[src/rtl/mem_access_ctrl.sv]
// Initiator-side sequencer for the MAR/MDR/RAM memory subsystem: runs one load or
// store through the MAR/MDR strobe phases and reports completion or a range error.
module mem_access_ctrl #(
  parameter int unsigned ADDR_BITS = 9,
  parameter int unsigned READ_LAT  = 2,
  parameter int unsigned WRITE_LAT = 1
) (
  input  logic        clk,
  input  logic        clr,
  input  logic        start,
  input  logic        op_write,
  input  logic [31:0] addr_in,
  input  logic [31:0] wdata_in,
  output logic        busy,
  output logic        done,
  output logic        error,
  output logic [31:0] rdata_out,
  output logic [31:0] bus_out,
  output logic        bus_drive,
  output logic        MARin,
  output logic        MDRin,
  output logic        read,
  output logic        write,
  input  logic [31:0] mem_data_in
);

  localparam int unsigned MaxLat = (READ_LAT > WRITE_LAT) ? READ_LAT : WRITE_LAT;
  localparam int unsigned CntW   = (MaxLat > 1) ? $clog2(MaxLat) : 1;

  typedef enum logic [2:0] {
    StIdle, StErr, StLoadMar, StLoadMdr, StWriteMem, StReadMem, StCapture, StDone
  } state_e;

  state_e            state_q, state_d;
  logic [CntW-1:0]   cnt_q, cnt_d;
  logic              op_q;
  logic [31:0]       addr_q, wdata_q, rdata_q;
  logic [31:0]       addr_hi;
  logic              out_of_range;

  // Any bit above the physical address width makes the request illegal.
  assign addr_hi      = addr_in >> ADDR_BITS;
  assign out_of_range = |addr_hi;

  always_ff @(posedge clk or negedge clr) begin
    if (!clr) begin
      state_q <= StIdle;
      cnt_q   <= '0;
      op_q    <= 1'b0;
      addr_q  <= '0;
      wdata_q <= '0;
      rdata_q <= '0;
    end else begin
      state_q <= state_d;
      cnt_q   <= cnt_d;
      if (state_q == StIdle && start) begin
        op_q    <= op_write;
        addr_q  <= addr_in;
        wdata_q <= wdata_in;
      end
      if (state_q == StCapture) begin
        rdata_q <= mem_data_in;
      end
    end
  end

  always_comb begin
    state_d = state_q;
    cnt_d   = cnt_q;
    unique case (state_q)
      StIdle: begin
        if (start) state_d = out_of_range ? StErr : StLoadMar;
      end
      StErr:  state_d = StIdle;
      StLoadMar: begin
        if (op_q) begin
          state_d = StLoadMdr;
        end else begin
          state_d = StReadMem;
          cnt_d   = CntW'(READ_LAT - 1);
        end
      end
      StLoadMdr: begin
        state_d = StWriteMem;
        cnt_d   = CntW'(WRITE_LAT - 1);
      end
      StWriteMem: begin
        if (cnt_q == '0) state_d = StDone;
        else             cnt_d   = cnt_q - 1'b1;
      end
      StReadMem: begin
        if (cnt_q == '0) state_d = StCapture;
        else             cnt_d   = cnt_q - 1'b1;
      end
      StCapture: state_d = StDone;
      StDone:    state_d = StIdle;
      default:   state_d = StIdle;
    endcase
  end

  // Outputs decode only the state register, so reset clears them asynchronously.
  always_comb begin
    busy      = (state_q != StIdle);
    done      = (state_q == StDone) || (state_q == StErr);
    error     = (state_q == StErr);
    bus_drive = (state_q == StLoadMar) || (state_q == StLoadMdr);
    MARin     = (state_q == StLoadMar);
    MDRin     = (state_q == StLoadMdr) || (state_q == StReadMem);
    read      = (state_q == StReadMem);
    write     = (state_q == StWriteMem);
    bus_out   = 32'h0;
    if (state_q == StLoadMar) bus_out = addr_q;
    if (state_q == StLoadMdr) bus_out = wdata_q;
  end

  assign rdata_out = rdata_q;

endmodule
[config.mk]
export PLATFORM = sky130hd
export DESIGN_NAME = mem_access_ctrl
export DESIGN_NICKNAME = d
export VERILOG_FILES = /design/src/rtl/mem_access_ctrl.sv
export SDC_FILE = /design/constraint.sdc
export NUM_CORES = 1
export LEC_CHECK = 0
export BUFFER_PORTS_ARGS = -buffer_cell sky130_fd_sc_hd__buf_2
export CAP_MARGIN = 10
export CORE_UTILIZATION = 49
export CTS_CLUSTER_SIZE = 10
export DETAILED_ROUTE_END_ITERATION = 7
export PLACE_DENSITY = 0.8
export SLEW_MARGIN = 20
export SYNTH_ARGS = -nofsm -noshare
export SYNTH_HDL_FRONTEND = slang
export SYNTH_SLANG_ARGS = --single-unit
[constraint.sdc]
create_clock -name clk -period 2.2 [get_ports clk]
set_input_delay 0.11 -clock clk [delete_from_list [all_inputs] [get_ports clk]]
set_output_delay 0.11 -clock clk [all_outputs]
set_load 0.05 [all_outputs]
### Word level (Yosys, flattened, before mapping)

Cells that the tools add are included.

| word-level totals | value |
|---|---|
| output and inout bits | 72 |
| register bits after elaboration | 101 |

| operators by class | value |
|---|---|
| multiplexer cells | 11 |
| equality and inequality tests | 11 |
| $add $sub $neg | 1 |
| reductions and logical operators | 12 |

Operator list:

| operator | count |
|---|---|
| 2-to-1 mux 32 bit | 2 |
| OR reduction 23 bit | 1 |
| one-hot mux 3 bit (7 select lines) | 1 |
| equality test 3 bit, second input constant | 4 |
| 2-to-1 mux 3 bit | 4 |
| inequality test 2 bit, second input constant | 4 |
| equality test 3 x 2 -> 1 bit, second input constant | 2 |
| nonzero test 3 bit | 2 |
| OR reduction 2 bit | 2 |
| equality test 3 x 1 -> 1 bit, second input constant | 1 |
| logical NOT 3 bit | 1 |
| logical OR 1 bit | 3 |
| one-hot mux 1 bit (3 select lines) | 1 |
| AND reduction 3 bit | 1 |
| 2-to-1 mux 1 bit | 2 |
| 2-to-1 mux 2 bit | 1 |
| AND reduction 2 bit | 1 |
| logical AND 1 bit | 1 |
| subtractor 1 bit, second input constant | 1 |

### Longest topological paths before layout

| depth | value |
|---|---|
| depth in word-level cells | 4 |
| depth in mapped cells | 5 |
| gate-level depth less buffers | 4 |

### Worst setup path after synthesis

OpenSTA, ideal clock, no wires.

| path | value |
|---|---|
| kind | reg-to-output |
| start | register state_q[1] |
| end | output port bus_out[10] |
| data required time | 2090 ps |
| slack | 357 ps |
| cell stages (with the launch flop) | 5 |
| buffers on the path | 2 |
| arrival | 1733 ps |
| cells stage by stage | dfrtp_1 -> buf_1 -> nand2_1 -> clkbuf_1 -> nor2_1 |

| on the way | value |
|---|---|
| cells in the longest elaborated chain, start to end | 3 |
| elaborated cells on any way between the ends | 4 |
| those cells by class | eq/ne: 2; mux: 2 |

Ends and longest elaborated chain:

| item | line | text |
|---|---|---|
| from (decl) | 34 | `state_e state_q, state_d;` |
| from (signal assigned) | 47 | `state_q <= StIdle;` |
| from (signal assigned) | 54 | `state_q <= state_d;` |
| equality test 3 x 2 -> 1 bit | 112 | `if (state_q == StLoadMar) bus_out = addr_q;` |
| 2-to-1 mux 32 bit | 112 |  |
| 2-to-1 mux 32 bit * | 113 | `if (state_q == StLoadMdr) bus_out = wdata_q;` |
| to (decl) | 18 | `output logic [31:0] bus_out,` |

Every way passes the cells marked *; elsewhere a longest branch is shown, timed or not.

### Worst setup path after layout

| path | value |
|---|---|
| start | register state_q[2] |
| end | output port bus_out[19] |

Same word-level chain as after synthesis.

==> results.tsv <==
metric	value	unit
yosysUniqueCellTypes	30	
p_leak	3.18	nW
hold_depth	3	
cts_setup_buffers	0	
busiest_layer	met2	
pwr-share-seq	34.9	%
num_antenna_cells	0	
cts_tree	done	
detail_route.first_pass.iterations	4	
synth_edf_count	0	
yosysSeqAreaShare	57.1	%
via_per_inst	5.06	
crit_slowest_cell	dfrtp_1	
root_buffer	clkbuf_8	
synth_area_leaders	dfrtp_1, mux2_1, mux2_2	
setup_viol	0	
hold_class	in -> reg	
cp-end-kind	output pin	
clock_sinks	101	
drv_cap	0	
r2r-end	rdata_out[18]	
max_freq	486	MHz
p_int	0.00508	W
synth-seq-cells	101	
drt_iter0_drc	89	
drc	0	
ios	172	
yosys.cell_count.top_type	dfrtp_1	
synth_common_cells	dfrtp_1, mux2_1, mux2_2	
overflow	0	
outcome	finished, final reports clean	
combPwrFrac	52.8	%
fin_skew	0.0122	ns
fin_ws	0.142	ns
worstMarginPinSlew	0.768	ns
reg2reg_from	state_q[0]	
final-hold-violation-count	0	
core.rowCount	34	
finalNonFillerCells	705	
peakVddDrop	1.27	mV
tns	0	ns
h-tree-depth	3	
syn_nets	422	
insertion_delay	0.37	ns
synth_top_area_share	57.1	%
critPathLaunchType	register	
netlist_area	4430	sq um
met3_usage	9.06	%
grt_util_met1	30.8	%
cp_data_arrival_time	1.95	ns
grt_pass1_wl	19300	um
drive_above_1_share	41.5	%
clockPowerShare	12.3	%
dp_hpwl	6930	um
layout_min_cycle_time	2.06	ns
dp_cells	591	
cpPeakStageDelay	0.50	ns
slew_violations	0	
async_flop_share	100	%
synthFlopType	dfrtp_1	
wire_per_inst	16.3	um
period_share	93.5	%
p_sw_share	46.8	%
grt_max_degree	62	
vias	3567	
cp_cell_sequence	inv_1, nand2_2, buf_12, nor2_1, buf_2	
nNetsFinal	692	
portBuffers	171	
groute.layer.met2.usage	44.7	%
place_congestion	0.802	
grt_use_total	26.1	%
coreArea	8720	sq um
routed_wl	11500	um
slew_headroom	48.8	%
die_h	97.1	um
rrSetupSlack	0.27	ns
p_per_area	1450	nW/um^2
hold_end	state_q[1]	
rsz0062_at_grt	no	
antenna_left	0	
areaGrowthSynthToFinish	48.4	%
worstPathMaxFanout	25	
clk_path_buf_depth	2	
fillers	521	
syn-instance-count	322	
synth_top_cell_by_area	dfrtp_1	
min-delay-start	start	
ys.warnings.count	0	
dieArea	9420	sq um
place_ws	0.280	ns
crit_required	2.09	ns
worstSetupPathType	reg -> out	
start_util	50.8	%
die_w	97.1	um
p_switching	0.00447	W
ff2ff_path_depth	5	
grt_pass1_vias	4036	
synth.avg_cell_area	13.8	sq um
cts-buffers-inserted	9	
antenna_found_initial	0	
clkTransAtPathRegs	0.10	ns
cells by family (layout without fill, tap and decap cells):
group,after synthesis,after routing,synth area share [%]
multiplexers,129,129,31.9
buffers and inverters,23,298,3.70
flip-flops,101,101,57.1
AND/OR/NAND/NOR,59,59,5.85
AO/OA/AOI/OAI,10,10,1.50
placed cells by master, fill, tap and decap left out, types with 2 or more instances in the layout:
cell / instances
inv_1: 3
inv_8: 4
nor2_1: 38
nor3_1: 3
dlygate4sd3_1: 98
a21oi_1: 3
nand2_1: 5
clkbuf_8: 10
mux2_2: 47
dfrtp_1: 100
a31oi_1: 2
mux2_1: 50
mux2i_1: 32
buf_12: 3
buf_2: 170
buf_4: 6
nor4_1: 5
area by class of cell:
class / count / area (sq um) / share of cell area, %
repair buffers: 278 / 1950 / 29.6
multi-input cells: 198 / 1750 / 26.6
clock buffers: 10 / 138 / 2.09
clock inverters: 6 / 62.6 / 0.952
inverters: 4 / 15.0 / 0.228
well taps: 108 / 135 / 2.06
flip-flops and latches: 101 / 2530 / 38.5
flip-flops by register name (all words and copies together) (netlist names):
signal and flops:
rdata_out 32, cnt_q 1, state_q 3, op_q 1
wdata_q 32, addr_q 32
through the flow:
stage               cell area [sq um]  hold WS [ns]  utilization (%)  power [W]
floorplan                        4430        -0.186                -    0.00707
global placement                 5390         0.229             61.8    0.00803
detailed placement               5390         0.238             61.8    0.00821
CTS                              6560       0.00488             75.2    0.00954
global route                     6570         0.153             75.4     0.0101
finish                           6570         0.174             75.4    0.00956
critical path, delay by kind of cell, from the launching register on:
family	cells	cell delay (ns)
flops	1	0.50
simple gates	2	0.38
buf+inv	3	0.70
worst max path at each step:
stage,from,end,slack [ns],cells past startpoint
global route,state_q[2],bus_out[19],0.03,5
floorplan,state_q[1],bus_out[10],0.36,4
detailed placement,state_q[0],rdata_out[18],0.28,5
CTS,state_q[2],bus_out[19],0.008,5
global placement,state_q[0],rdata_out[30],0.37,5
finish,state_q[2],bus_out[19],0.14,5
per-layer routing:
layer | wire [um] | vias up | part of all wire, %
met1 | 4620 | 1735 | 40
met4 | 240 | 0 | 2.1
li1 | - | 1669 | -
met2 | 5840 | 142 | 51
met3 | 825 | 21 | 7.2
met5 | 0 | - | 0
repair_timing:
item | in CTS | in global routing
setup endpoints to repair | 0 | 26
hold endpoints to repair | 155 | 1
hold buffers | 97 | 1
resized for setup | 0 | 2
power groups by stage:
stage,logic [W],registers [W],clock network [W]
global placement,0.00475,0.00328,0
CTS,0.00501,0.00331,0.00122
floorplan,0.00279,0.00428,0
detailed placement,0.00487,0.00334,0
finish,0.00505,0.00333,0.00118
global route,0.00535,0.00346,0.00129
(Power assumes the default switching activity.)
